## src/rtl/spectro_pkg.sv

```systemverilog
// spectro_pkg -- shared definitions for the spectrometer window counters
// and the downstream frame sender.
//
// Contents:
//   CNT_W         width of every count / snapshot word
//   NUM_CH        number of event channels (CH1..CH15)
//   SEL_INDEX     sel code that reads the window index word
//   SEL_CH_BASE   sel code of CH1; CHn is read with sel == SEL_CH_BASE + n - 1
//   CNT_MAX       saturation value of a count word
//   sat_inc()     saturating +0/+1 on a count word
package spectro_pkg;

  localparam int CNT_W  = 12;
  localparam int NUM_CH = 15;

  localparam logic [3:0] SEL_INDEX   = 4'd0;
  localparam logic [3:0] SEL_CH_BASE = 4'd1;

  localparam logic [CNT_W-1:0] CNT_MAX = '1;

  // Adds inc to v, sticking at CNT_MAX instead of wrapping.
  function automatic logic [CNT_W-1:0] sat_inc(input logic [CNT_W-1:0] v,
                                               input logic             inc);
    logic [CNT_W-1:0] r;
    r = v;
    if (inc && (v != CNT_MAX)) r = v + CNT_W'(1);
    return r;
  endfunction

endpackage

```

## src/rtl/spectro_sat_counter.sv

```systemverilog
// spectro_sat_counter -- one live event counter: CNT_W bits, increment
// enable, synchronous clear, saturating at CNT_MAX.
//
// Ports:
//   clk    clock, rising edge
//   rst_n  asynchronous active-low reset (count -> 0)
//   inc_i  add one this cycle (ignored once saturated)
//   clr_i  synchronous clear; wins over inc_i
//   cnt_o  current count
module spectro_sat_counter
  import spectro_pkg::*;
(
  input  logic             clk,
  input  logic             rst_n,
  input  logic             inc_i,
  input  logic             clr_i,
  output logic [CNT_W-1:0] cnt_o
);

  logic [CNT_W-1:0] cnt_q;
  logic [CNT_W-1:0] cnt_d;

  always_comb begin
    cnt_d = sat_inc(cnt_q, inc_i);
    if (clr_i) cnt_d = '0;
  end

  always_ff @(posedge clk or negedge rst_n) begin
    if (!rst_n) cnt_q <= '0;
    else        cnt_q <= cnt_d;
  end

  assign cnt_o = cnt_q;

endmodule

```

## src/rtl/spectro_window_counters.sv

```systemverilog
// spectro_window_counters -- counts events on 15 channels over fixed windows
// of WINDOW_LEN clock cycles and hands each closed window to a frame sender
// as a snapshot (15 channel counts plus a 12-bit window index).
//
// Parameters:
//   WINDOW_LEN  window length in clk cycles (2..65535)
//
// Ports:
//   clk       clock, all state on the rising edge
//   rst_n     asynchronous active-low reset
//   ch_evt    [14:0] channel events, bit i-1 = CHi
//   clr       one-cycle release from the sender once the frame is sent
//   sel       [3:0] word select: 0 = window index, n = CHn
//   data_out  [11:0] selected snapshot word (combinational from sel)
//   ovf       snapshot-ready level to the sender
//   overrun   sticky: a window closed while a snapshot was still pending
//
// Build option:
//   SPECTRO_EDGE_DETECT_EN  defined: each ch_evt bit goes through a 2-flop
//                           synchroniser and only 0->1 transitions count
//                           (3 cycles input to counter). Undefined: ch_evt is
//                           synchronous and counts once per cycle high.
//
// Sender handshake: ovf rises the cycle after a window closes and stays high
// until the sender pulses clr; the snapshot is frozen for that whole time, so
// the sender may walk sel freely. A clr seen while ovf is low is ignored. If
// clr coincides with a window end, the new window is captured and ovf stays
// high (the release is consumed by the new capture rather than lost).
module spectro_window_counters
  import spectro_pkg::*;
#(
  parameter int WINDOW_LEN = 1024
) (
  input  logic              clk,
  input  logic              rst_n,
  input  logic [NUM_CH-1:0] ch_evt,
  input  logic              clr,
  input  logic [3:0]        sel,
  output logic [CNT_W-1:0]  data_out,
  output logic              ovf,
  output logic              overrun
);

  localparam int               TMR_W    = (WINDOW_LEN > 2) ? $clog2(WINDOW_LEN) : 1;
  localparam logic [TMR_W-1:0] TMR_LAST = TMR_W'(WINDOW_LEN - 1);

  // run_q holds the timer at 0 for the first edge after reset release, so
  // the first window is a full WINDOW_LEN cycles rather than a partial one.
  logic                          run_q;
  logic [TMR_W-1:0]              tmr_q, tmr_d;
  logic [CNT_W-1:0]              idx_q, idx_d;
  logic [NUM_CH-1:0][CNT_W-1:0]  snap_ch_q, snap_ch_d;
  logic [CNT_W-1:0]              snap_idx_q, snap_idx_d;
  logic                          ovf_q, ovf_d;
  logic                          overrun_q, overrun_d;

  logic [NUM_CH-1:0]             evt_raw;
  logic [NUM_CH-1:0]             qev;
  logic [NUM_CH-1:0][CNT_W-1:0]  live_cnt;
  logic                          win_end;
  logic                          capture;

`ifdef SPECTRO_EDGE_DETECT_EN
  logic [NUM_CH-1:0] sync1_q, sync2_q, prev_q;

  always_ff @(posedge clk or negedge rst_n) begin
    if (!rst_n) begin
      sync1_q <= '0;
      sync2_q <= '0;
      prev_q  <= '0;
    end else begin
      sync1_q <= ch_evt;
      sync2_q <= sync1_q;
      prev_q  <= sync2_q;
    end
  end

  assign evt_raw = sync2_q & ~prev_q;
`else
  assign evt_raw = ch_evt;
`endif

  assign qev     = run_q ? evt_raw : '0;
  assign win_end = run_q && (tmr_q == TMR_LAST);
  assign capture = win_end && (!ovf_q || clr);

  // Counters clear on every window end; an event on that same cycle is
  // folded into the snapshot value below instead.
  for (genvar g = 0; g < NUM_CH; g++) begin : g_ch
    spectro_sat_counter u_cnt (
      .clk   (clk),
      .rst_n (rst_n),
      .inc_i (qev[g]),
      .clr_i (win_end),
      .cnt_o (live_cnt[g])
    );
  end

  always_comb begin
    tmr_d      = tmr_q;
    idx_d      = idx_q;
    snap_ch_d  = snap_ch_q;
    snap_idx_d = snap_idx_q;
    ovf_d      = ovf_q;
    overrun_d  = overrun_q;

    if (run_q) tmr_d = win_end ? '0 : tmr_q + TMR_W'(1);

    if (win_end) begin
      idx_d = idx_q + CNT_W'(1);
      if (capture) begin
        for (int i = 0; i < NUM_CH; i++) snap_ch_d[i] = sat_inc(live_cnt[i], qev[i]);
        snap_idx_d = idx_q;
        ovf_d      = 1'b1;
      end else begin
        overrun_d = 1'b1;
      end
    end else if (clr && ovf_q) begin
      snap_ch_d  = '0;
      snap_idx_d = '0;
      ovf_d      = 1'b0;
    end
  end

  always_ff @(posedge clk or negedge rst_n) begin
    if (!rst_n) begin
      run_q      <= 1'b0;
      tmr_q      <= '0;
      idx_q      <= '0;
      snap_ch_q  <= '0;
      snap_idx_q <= '0;
      ovf_q      <= 1'b0;
      overrun_q  <= 1'b0;
    end else begin
      run_q      <= 1'b1;
      tmr_q      <= tmr_d;
      idx_q      <= idx_d;
      snap_ch_q  <= snap_ch_d;
      snap_idx_q <= snap_idx_d;
      ovf_q      <= ovf_d;
      overrun_q  <= overrun_d;
    end
  end

  always_comb begin
    if (sel == SEL_INDEX) data_out = snap_idx_q;
    else                  data_out = snap_ch_q[sel - SEL_CH_BASE];
  end

  assign ovf     = ovf_q;
  assign overrun = overrun_q;

endmodule
```

## config.mk

```make
export PLATFORM = sky130hd
export DESIGN_NAME = spectro_window_counters
export DESIGN_NICKNAME = d
export VERILOG_FILES = /design/src/rtl/spectro_pkg.sv /design/src/rtl/spectro_sat_counter.sv /design/src/rtl/spectro_window_counters.sv
export SDC_FILE = /design/constraint.sdc
export NUM_CORES = 1
export LEC_CHECK = 0
export CAP_MARGIN = 40
export CORE_MARGIN = 10
export CORE_UTILIZATION = 50
export CTS_CLUSTER_DIAMETER = 100
export DETAILED_ROUTE_END_ITERATION = 8
export PLACE_DENSITY = 0.66
export RECOVER_POWER = 50
export SETUP_SLACK_MARGIN = 0.02
export SLEW_MARGIN = 40
export SYNTH_ARGS = -nofsm -noshare
export SYNTH_HDL_FRONTEND = slang
export SYNTH_HIERARCHICAL = 1
export SYNTH_SLANG_ARGS = --single-unit
```

## constraint.sdc

```tcl
create_clock -name clk -period 4.8 [get_ports clk]
set_clock_uncertainty 0.05 [all_clocks]
set_input_delay 1.44 -clock clk [delete_from_list [all_inputs] [get_ports clk]]
set_output_delay 1.44 -clock clk [all_outputs]
set_load 0.05 [all_outputs]
```

; Word-level counts from Yosys, hierarchy flattened
; Cells that the tools add are included.
[totals]
ff_bits = 397
input_bits = 22
out_inout_bits = 14
wordCells = 141
[classes]
n_addsub = 18
magnitude_cmp = 1
eq_ne = 17
n_mux = 44
bitwise = 1
reduce_logical = 24
[op_table]
columns = operator, n
row1 = 180-bit 2-to-1 mux, 3
row2 = 12-bit 2-to-1 mux, 35
row3 = 12-bit by 1-bit adder with 12-bit output (second input constant), 16
row4 = 12-bit inequality test (second input constant), 15
row5 = 12-bit binary-select mux with 4-bit select, 1
row6 = 1-bit logical AND, 18
row7 = 15-bit 2-to-1 mux, 1
row8 = 10-bit by 1-bit adder with 10-bit output (second input constant), 1
row9 = 10-bit equality test (second input constant), 1
row10 = 10-bit 2-to-1 mux, 1
row11 = 4-bit by 5-bit less-than comparator with 1-bit output (second input constant), 1
row12 = 4-bit logical NOT, 1
row13 = 2-bit AND reduction, 2
row14 = 4-bit by 1-bit subtractor with 4-bit output (second input constant), 1
row15 = 1-bit 2-to-1 mux, 3
row16 = 2-bit by 1-bit inequality test with 1-bit output (second input constant), 1
row17 = 2-bit nonzero test, 1
row18 = 1-bit logical NOT, 1
row19 = 1-bit logical OR, 1
row20 = 1-bit inverter, 1

; Longest topological paths before layout
; Gate-level depths: netlist of run 1.
[logic_depth]
ltp_word = 5
ltp_mapped = 12
ltp_nobuf = 7

; Hierarchy
; Netlist of run 1, hierarchy kept.
[modules_own_cells]
columns = mod, instances, cells_each, area_per_inst_um2, seq_area_each_um2
row1 = spectro_window_counters, 1, 1523, 13570.5, 5430.2
row2 = spectro_sat_counter, 15, 70, 714.4, 300.3

; Least setup slack after synthesis of run 1
; OpenSTA, ideal clock, no wires.
[synth_timing]
path_kind = input-to-output
start = in sel[0]
end = out data_out[10]
arrival_time_ns = 4.985
t_required_ns = 3.310
path_slack_ns = -1.675
cell_stages = 10
n_path_buf = 5
path_cell_list = clkbuf_1 -> buf_2 -> inv_1 -> buf_2 -> ha_1 -> buf_2 -> buf_1 -> a21oi_1 -> o21a_1 -> o41ai_1
[synth_via]
elab_chain_cells = 4
word_cells_on_any_way = 5
classes_between = add/sub (1) / mux (3) / reduce/logical (1)
[synth_lines]
columns = element, line_no
row1 = start: declaration, spectro_window_counters.sv:38  ; input logic [3:0] sel,
row2 = 4-bit by 1-bit subtractor with 4-bit output, spectro_window_counters.sv:147  ; else data_out = snap_ch_q[sel - SEL_CH_BASE];
row3 = 12-bit binary-select mux with 4-bit select, spectro_window_counters.sv:147
row4 = 12-bit 2-to-1 mux (not written as such), spectro_window_counters.sv:147
row5 = 12-bit 2-to-1 mux *, spectro_window_counters.sv:146  ; if (sel == SEL_INDEX) data_out = snap_idx_q;
row6 = end: declaration, spectro_window_counters.sv:39  ; output logic [CNT_W-1:0] data_out,
; Mark *: on every way between the ends. The rest lies on a longest branch, timed or not. The select of a mux whose other input is x is not followed.

; Worst setup path in the final report of run 1
[layout_timing]
start = in sel[0]
end = out data_out[1]
; Same word-level chain as after synthesis.

==> results by group, run 1 <==
Timing
  • Hold slack: 0.4162 ns
  • Hold Violations, Final: 0
  • TNS Setup: 0 ns
  • Fin. max-slew vios: 98
  • RSZ-0062 raised after global routing: yes
  • Setup ws final: approximately 0.076 ns
  • FMAX: 211.7 MHz
  • # setup viols final: 0
  • Minimum clock period: 4.724 ns
  • Rel. slew slack: -108.5%
  • Tcrit/Tclk final: 98.42%
  • Worst Max-Slew Pin Slew: 3.127 ns

Clocking
  • Num CTS Buffers: 47
  • Root buf cell: clkbuf_16
  • Clock buffer depth: 3
  • Post-CTS Hold Fix Bufs: 0
  • Clk slew on worst S/H paths: 0.05 ns
  • Htree depth: 2
  • Total clock sinks: 397
  • Worst-Skew Late Latency: 0.59 ns
  • CTS tree: built

Logic synthesis
  • Mapped Avg Cell Area: between 9 and 10 um2
  • Post-synth ARST share: 100.0%
  • Syn_nets: 2,629
  • Sequential area share after synthesis: roughly 40%
  • Synthesis Warnings: 6
  • Gate Count Post-Synth: 2,573
  • Synth Cell Area: about 24,000 um2
  • EDFF count, synth: 0
  • Ys flop type: dfrtp_1
  • Unique masters post-synth: 70
  • Synth Register Bits: between 300 and 400

Floorplanning
  • Die area: 57,790 um2
  • Core Box Area: 47,850 um2
  • Ports: 36
  • Die W: 240.4 um
  • Starting Density: 50.76%
  • Die Y: 240.4 um
  • FP Rows: 80

Critical path
  • Critical Path AT: about 3.2 ns
  • Critical R2R Capture: snap_ch_q[66]$_DFFE_PN0P_
  • CP Class: in2out
  • Largest stage delay, worst path: approximately 0.34 ns
  • CP Cell Sequence: clkbuf_4, inv_6, ha_4, buf_12, buf_12, mux4_2, o22ai_2, o41ai_4, buf_4, buf_12
  • Critical Path Sink Type: primary output
  • Critical path's slowest cell: o41ai_4
  • Buffers & Inverters on Critical Path: 6
  • CP delay by family, top: buffers and inverters
  • Setup slack, reg-to-reg: 1.02 ns
  • Most frequent CP cell: buf_12
  • Crit Reg-Reg Startpoint: run_q$_DFF_PN0_
  • Crit-path max FO: 17
  • Depth of the worst register-to-register path: 6
  • Worst Path Required: approximately 3.3 ns
  • CP Launch Type: input pin

Final layout
  • Final design utilization: 57.61%
  • Ant diodes: 0
  • Fin nets: about 2,700
  • P&R area growth vs syn: 13.50%
  • Fillcell total: 4,145
  • Fin area: 27,570 um2
  • Fraction of layout cells with a size suffix above 1: between 10% and 20%

Run
  • # Max-Cap Violations: 2

Global route
  • Antenna violations before repair: 1
  • First-pass GRT wire length: 106,500 um
  • Vias in the first global route: 19,190
  • Pin count of the biggest net entering global routing: 100
  • GRT Resource Usage Total: between 20% and 30%
  • Gr ovfl total: 0

Status
  • Failing checks: design-rule violations, max-capacitance violations, max-slew violations
  • Run status: complete, but fails checks

Detailed routing
  • # DRC: 1
  • Initial DRC count: ~1,300
  • Wirelength per Cell: 19.84 um
  • Drt pass-1 iters: 9
  • DRT antenna net count: 0
  • Via-per-instance ratio: 6.181
  • Vias: 20,210
  • Final wirelength: 64,860 um

Placement
  • Dpl ws: -0.3299 ns
  • Cell Area, Placed: 25,940 um2
  • IO Port Bufs: 35
  • Dpl hpwl: 46,240 um
  • GPL Wtd Cong: 0.8908

Hold path
  • Hold Path Origin: overrun$_DFFE_PN0P_
  • WHS Path Cells: 1
  • Worst hold endpoint: overrun$_DFFE_PN0P_
  • HP Class: reg2reg

Pwr
  • Peak supply drop: 0.3555 mV
  • Leakage power: ~11 nW
  • Pwr dens: roughly 380 nW/um2
==> Yosys cell counts (all sizes together) (32+ instances only) <==
master,n,area (um2)
o21ai,194,970.9
clkbuf,53,200.2
and4,47,411.6
mux4,36,810.8
and3,56,369.1
nor2,219,822.0
a21oi,90,450.4
inv,43,161.4
xor2,57,499.2
dfrtp,397,9935
ha,34,425.4
xnor2,101,884.6
nor4,52,556.8
nor3,117,596.8
mux2i,64,640.6
mux2,32,416.7
nand2,337,1265
nor2b,50,312.8
nand3,176,1266
nand4,96,600.6
==> metrics by stage <==
step | std cells | power [mW]
5_1_grt | 3269 | 11.21
3_3_place_gp | 3182 | 6.820
2_1_floorplan | 2573 | 6.088
3_5_place_dp | 3182 | 6.915
4_1_cts | 3269 | 10.69
6_report | 3269 | 10.61
==> state kept, by name, summed over array words and instances (netlist names) <==
register and flops:
g_ch.u_cnt/cnt_o 180, tmr_q 10, snap_idx_q 12, run_q 1
overrun 1, ovf 1, snap_ch_q 180, idx_q 12
==> placed cells by master (no fill, tap or decap), types with 31 or more instances in the layout <==
cell type / synthesis / routed
dfrtp_1: 397 / 397
nand2_1: 337 / 336
nor2_1: 219 / 218
o21ai_0: 190 / 190
nand3_1: 144 / 145
nor3_1: 116 / 116
xnor2_1: 101 / 100
nand4_1: 96 / 96
a21oi_1: 90 / 89
mux2i_1: 64 / 63
xor2_1: 57 / 57
nor2b_1: 50 / 50
clkbuf_16: 0 / 49
and4_1: 47 / 47
inv_1: 43 / 41
and3_1: 41 / 41
mux4_2: 36 / 36
nor4_1: 36 / 34
ha_1: 34 / 33
buf_4: 2 / 32
o31ai_1: 31 / 31
==> worst max path at each step <==
stage / endpoint / slack [ns] / start / depth (start not counted)
6_report: data_out[1] / 0.08 / sel[0] / 10
5_1_grt: data_out[10] / 0.01 / sel[3] / 8
4_1_cts: data_out[7] / 0.04 / sel[1] / 10
3_5_place_dp: data_out[10] / -0.33 / sel[1] / 9
3_3_place_gp: data_out[10] / -0.31 / sel[1] / 9
2_1_floorplan: data_out[1] / -0.12 / sel[0] / 10
==> metal layers <==
layer | vias up | share of wire, % | track usage (%)
met5 | - | 0 | 0
met4 | 0 | 2.4 | 6.576
met3 | 102 | 4.8 | 3.675
met2 | 464 | 47 | 35.98
met1 | 10060 | 46 | 31.25
li1 | 9578 | - | -
==> kinds of logic (layout without fill, tap and decap cells) <==
logic type / Yosys count / in the layout / synth area share [%]
AOI/OAI and AO/OA: 461 / 461 / 12.62
adders and majority gates: 34 / 34 / 1.752
and+or+nand+nor: 1257 / 1257 / 28.59
xor gates and xnor gates: 158 / 158 / 5.698
other: 1 / 1 / 0.01544
DFF: 397 / 397 / 40.90
buffers and inverters: 133 / 214 / 2.730
muxes: 132 / 132 / 7.692
==> area by class of cell <==
cell class | instances | area [um2] | share of cell area [%]
tap | 615 | 769.5 | 2.792
clock inverter | 16 | 239.0 | 0.8670
timing repair buffer | 87 | 1054 | 3.822
inverter | 43 | 166.4 | 0.6037
sequential | 397 | 9935 | 36.04
clock buffer | 68 | 1358 | 4.925
multi-input combinational | 2043 | 14040 | 50.95
==> power by group <==
group	total [mW]	leakage, nW	switching (mW)	internal, mW
combinational	2.16	4.68	1.20	0.963
sequential	4.72	5.37	0.989	3.73
clock	3.73	0.779	1.45	2.28
total	10.6	10.8	3.64	6.97
==> repair_timing <==
| item | in CTS | in global routing |
|---|---|---|
| pin swaps | 7 | 5 |
| endpoints found under the hold margin | 0 | 0 |
| gates resized for setup | 9 | 6 |
| setup endpoints to repair | 12 | 10 |
| setup buffers | 3 | 0 |
Note: power is estimated with default switching activity, not from simulation.
==> run 2: changes to the inputs <==
--- a/config.mk
+++ b/config.mk
@@ -7,13 +7,12 @@
 export LEC_CHECK = 0
 export CAP_MARGIN = 40
 export CORE_MARGIN = 10
-export CORE_UTILIZATION = 50
+export CORE_UTILIZATION = 48
 export CTS_CLUSTER_DIAMETER = 100
 export DETAILED_ROUTE_END_ITERATION = 8
-export PLACE_DENSITY = 0.66
+export PLACE_DENSITY = 0.64
 export RECOVER_POWER = 50
 export SETUP_SLACK_MARGIN = 0.02
-export SLEW_MARGIN = 40
 export SYNTH_ARGS = -nofsm -noshare
 export SYNTH_HDL_FRONTEND = slang
 export SYNTH_HIERARCHICAL = 1
==> results by group, run 2 (synthesis gave the netlist of run 1 again) <==
Pwr
  • Leakage power: 10.89 nW
  • Tot Pwr: approximately 11 mW
  • Clock power share: a little over a third
  • Sw frac: between 30% and 40%
  • Sequential share of power: between 40% and 50%
  • Pwr dens: around 380 nW/um2
  • Switching power: 3.640 mW
  • Logic gate share of total power: 20.3%
  • Peak supply drop: slightly above 0.3 mV
  • Cell internal pwr: 7.009 mW

Critical path
  • Crit Reg-Reg Startpoint: run_q$_DFF_PN0_
  • Depth of the worst register-to-register path: 7
  • Largest stage delay, worst path: 0.33 ns
  • Worst Path Required: 3.31 ns
  • CP Cell Sequence: buf_4, inv_6, ha_4, buf_12, buf_12, mux4_2, nor2_1, buf_4, o41ai_4, buf_4, buf_12
  • Worst setup path end: data_out[0]
  • Critical R2R Capture: g_ch[13].u_cnt/cnt_o[5]$_DFFE_PN0P_
  • CP Class: in2out
  • Crit path launch: sel[0]
  • Critical Path AT: between 3 and 4 ns
  • CP delay by family, top: buffers and inverters
  • Crit-path max FO: 11
  • WP depth: 11
  • CP Launch Type: input pin
  • Buffers & Inverters on Critical Path: 7
  • Critical path's slowest cell: o41ai_4
  • Setup slack, reg-to-reg: 0.67 ns
  • Critical Path Sink Type: primary output

Global route
  • GRT Resource Usage Total: 21.65%
  • First-pass GRT wire length: 107,300 um
  • Gr ovfl total: 0
  • Pin count of the biggest net entering global routing: 94
  • Antenna violations before repair: 1
  • Vias in the first global route: 19,380

Timing
  • Minimum clock period: 4.714 ns
  • Fin. max-slew vios: 220
  • # setup viols final: 0
  • Worst Max-Slew Pin Slew: 2.490 ns
  • RSZ-0062 raised after global routing: no
  • Tcrit/Tclk final: 98.21%
  • Setup ws final: 0.08604 ns
  • Hold Violations, Final: 0
  • FMAX: 212.1 MHz
  • Rel. slew slack: -65.99%
  • Hold slack: 0.4131 ns

Final layout
  • Fillcell total: 4,544
  • P&R area growth vs syn: 14.24%
  • Fin nets: approximately 2,700
  • Fin area: around 28,000 um2
  • Fraction of layout cells with a size suffix above 1: ~13%
  • Ant diodes: 0
  • Leading cell type in the layout, fill and taps excluded: dfrtp_1
  • Highest-count cells in the layout ignoring fill and taps: dfrtp_1, nand2_1, nor2_1, o21ai_0, nand3_1

Floorplanning
  • Ports: 36
  • Core Box Area: 50,070 um2
  • Starting Density: 48.51%
  • Die Y: 244.9 um
  • FP Rows: 82
  • Die W: 244.9 um
  • Die area: roughly 60,000 um2

Detailed routing
  • DRT antenna net count: 0
  • Drt pass-1 iters: 5
  • Vias: 20,150
  • Via-per-instance ratio: around 6
  • Final wirelength: 65,100 um
  • # DRC: 0
  • Wirelength per Cell: 19.47 um
  • Initial DRC count: about 1,400

Clocking
  • Worst-Skew Late Latency: 0.59 ns
  • Num CTS Buffers: 47
  • Clock buffer depth: 3
  • Root buf cell: clkbuf_16
  • Total clock sinks: 397
  • CTS tree: built
  • Htree depth: 2
  • Clk slew on worst S/H paths: around 0.060 ns

Placement
  • Dpl hpwl: 47,030 um
  • GPL Wtd Cong: 0.8966
  • Cell Area, Placed: around 26,000 um2
  • IO Port Bufs: 35
  • Dpl ws: -0.3789 ns

Status
  • Failing checks: max-capacitance violations, max-slew violations
  • Run status: complete, but fails checks

Hold path
  • HP Class: reg2reg

Run
  • # Max-Cap Violations: 3
-- run 2: cell types whose count changed in the layout (fill, tap and decap cells not counted), sizes merged --
cell,delta
buf,+9
clkbuf,+5
bufinv,+1
clkinv,+1
inv,+1
-- run 2: worst min path at each step --
| stage | from | to | cells after the start |
|---|---|---|---|
| global placement | overrun$_DFFE_PN0P_ | overrun$_DFFE_PN0P_ | 1 |
| finish | overrun$_DFFE_PN0P_ | overrun$_DFFE_PN0P_ | 1 |
| detailed placement | overrun$_DFFE_PN0P_ | overrun$_DFFE_PN0P_ | 1 |
| floorplan | snap_ch_q[66]$_DFFE_PN0P_ | snap_ch_q[66]$_DFFE_PN0P_ | 2 |
| CTS | overrun$_DFFE_PN0P_ | overrun$_DFFE_PN0P_ | 1 |
| global route | overrun$_DFFE_PN0P_ | overrun$_DFFE_PN0P_ | 1 |
-- run 2: stage by stage --
step           utilization, %  cells  setup TNS, ns
2_1_floorplan               -   2573         -1.345
3_3_place_gp            52.12   3251         -3.358
3_5_place_dp            52.14   3252         -3.955
4_1_cts                 55.51   3342              0
5_1_grt                 55.42   3343              0
6_report                55.42   3343              0
-- run 2: what timing repair did --
| item | CTS | global route |
|---|---|---|
| hold buffers | 0 | 0 |
| endpoints found under the setup margin | 12 | 10 |
| pin swaps | 3 | 1 |
| setup buffers | 5 | 0 |
| resized for setup | 12 | 8 |
-- run 2: metal layers --
layer / routed length [um] / global-route usage [%] / share of wire [%] / up-vias
li1: - / - / - / 9641
met1: 29820 / 29.94 / 46 / 10030
met2: 30820 / 35.14 / 47 / 399
met3: 3195 / 3.497 / 4.9 / 80
met4: 1269 / 4.804 / 1.9 / 0
met5: 0 / 0 / 0 / -
-- run 2: power groups by stage --
| stage | clock [mW] | sequential (mW) | combinational, mW |
|---|---|---|---|
| global route | 3.99 | 4.83 | 2.45 |
| finish | 3.77 | 4.72 | 2.16 |
| detailed placement | 0 | 4.77 | 2.16 |
| floorplan | 0 | 4.51 | 1.57 |
| global placement | 0 | 4.74 | 2.10 |
| CTS | 3.86 | 4.70 | 2.19 |
-- run 2: cell type report --
type                            instances  area (um2)  area share (%)
Timing Repair Buffer                  103        1149           4.140
Inverter                               43       166.4          0.5997
Tap cell                              672       840.8           3.030
Clock buffer                           66        1338           4.821
Sequential cell                       397        9936           35.81
Multi-Input combinational cell       2043       14030           50.58
Clock inverter                         19       282.8           1.019
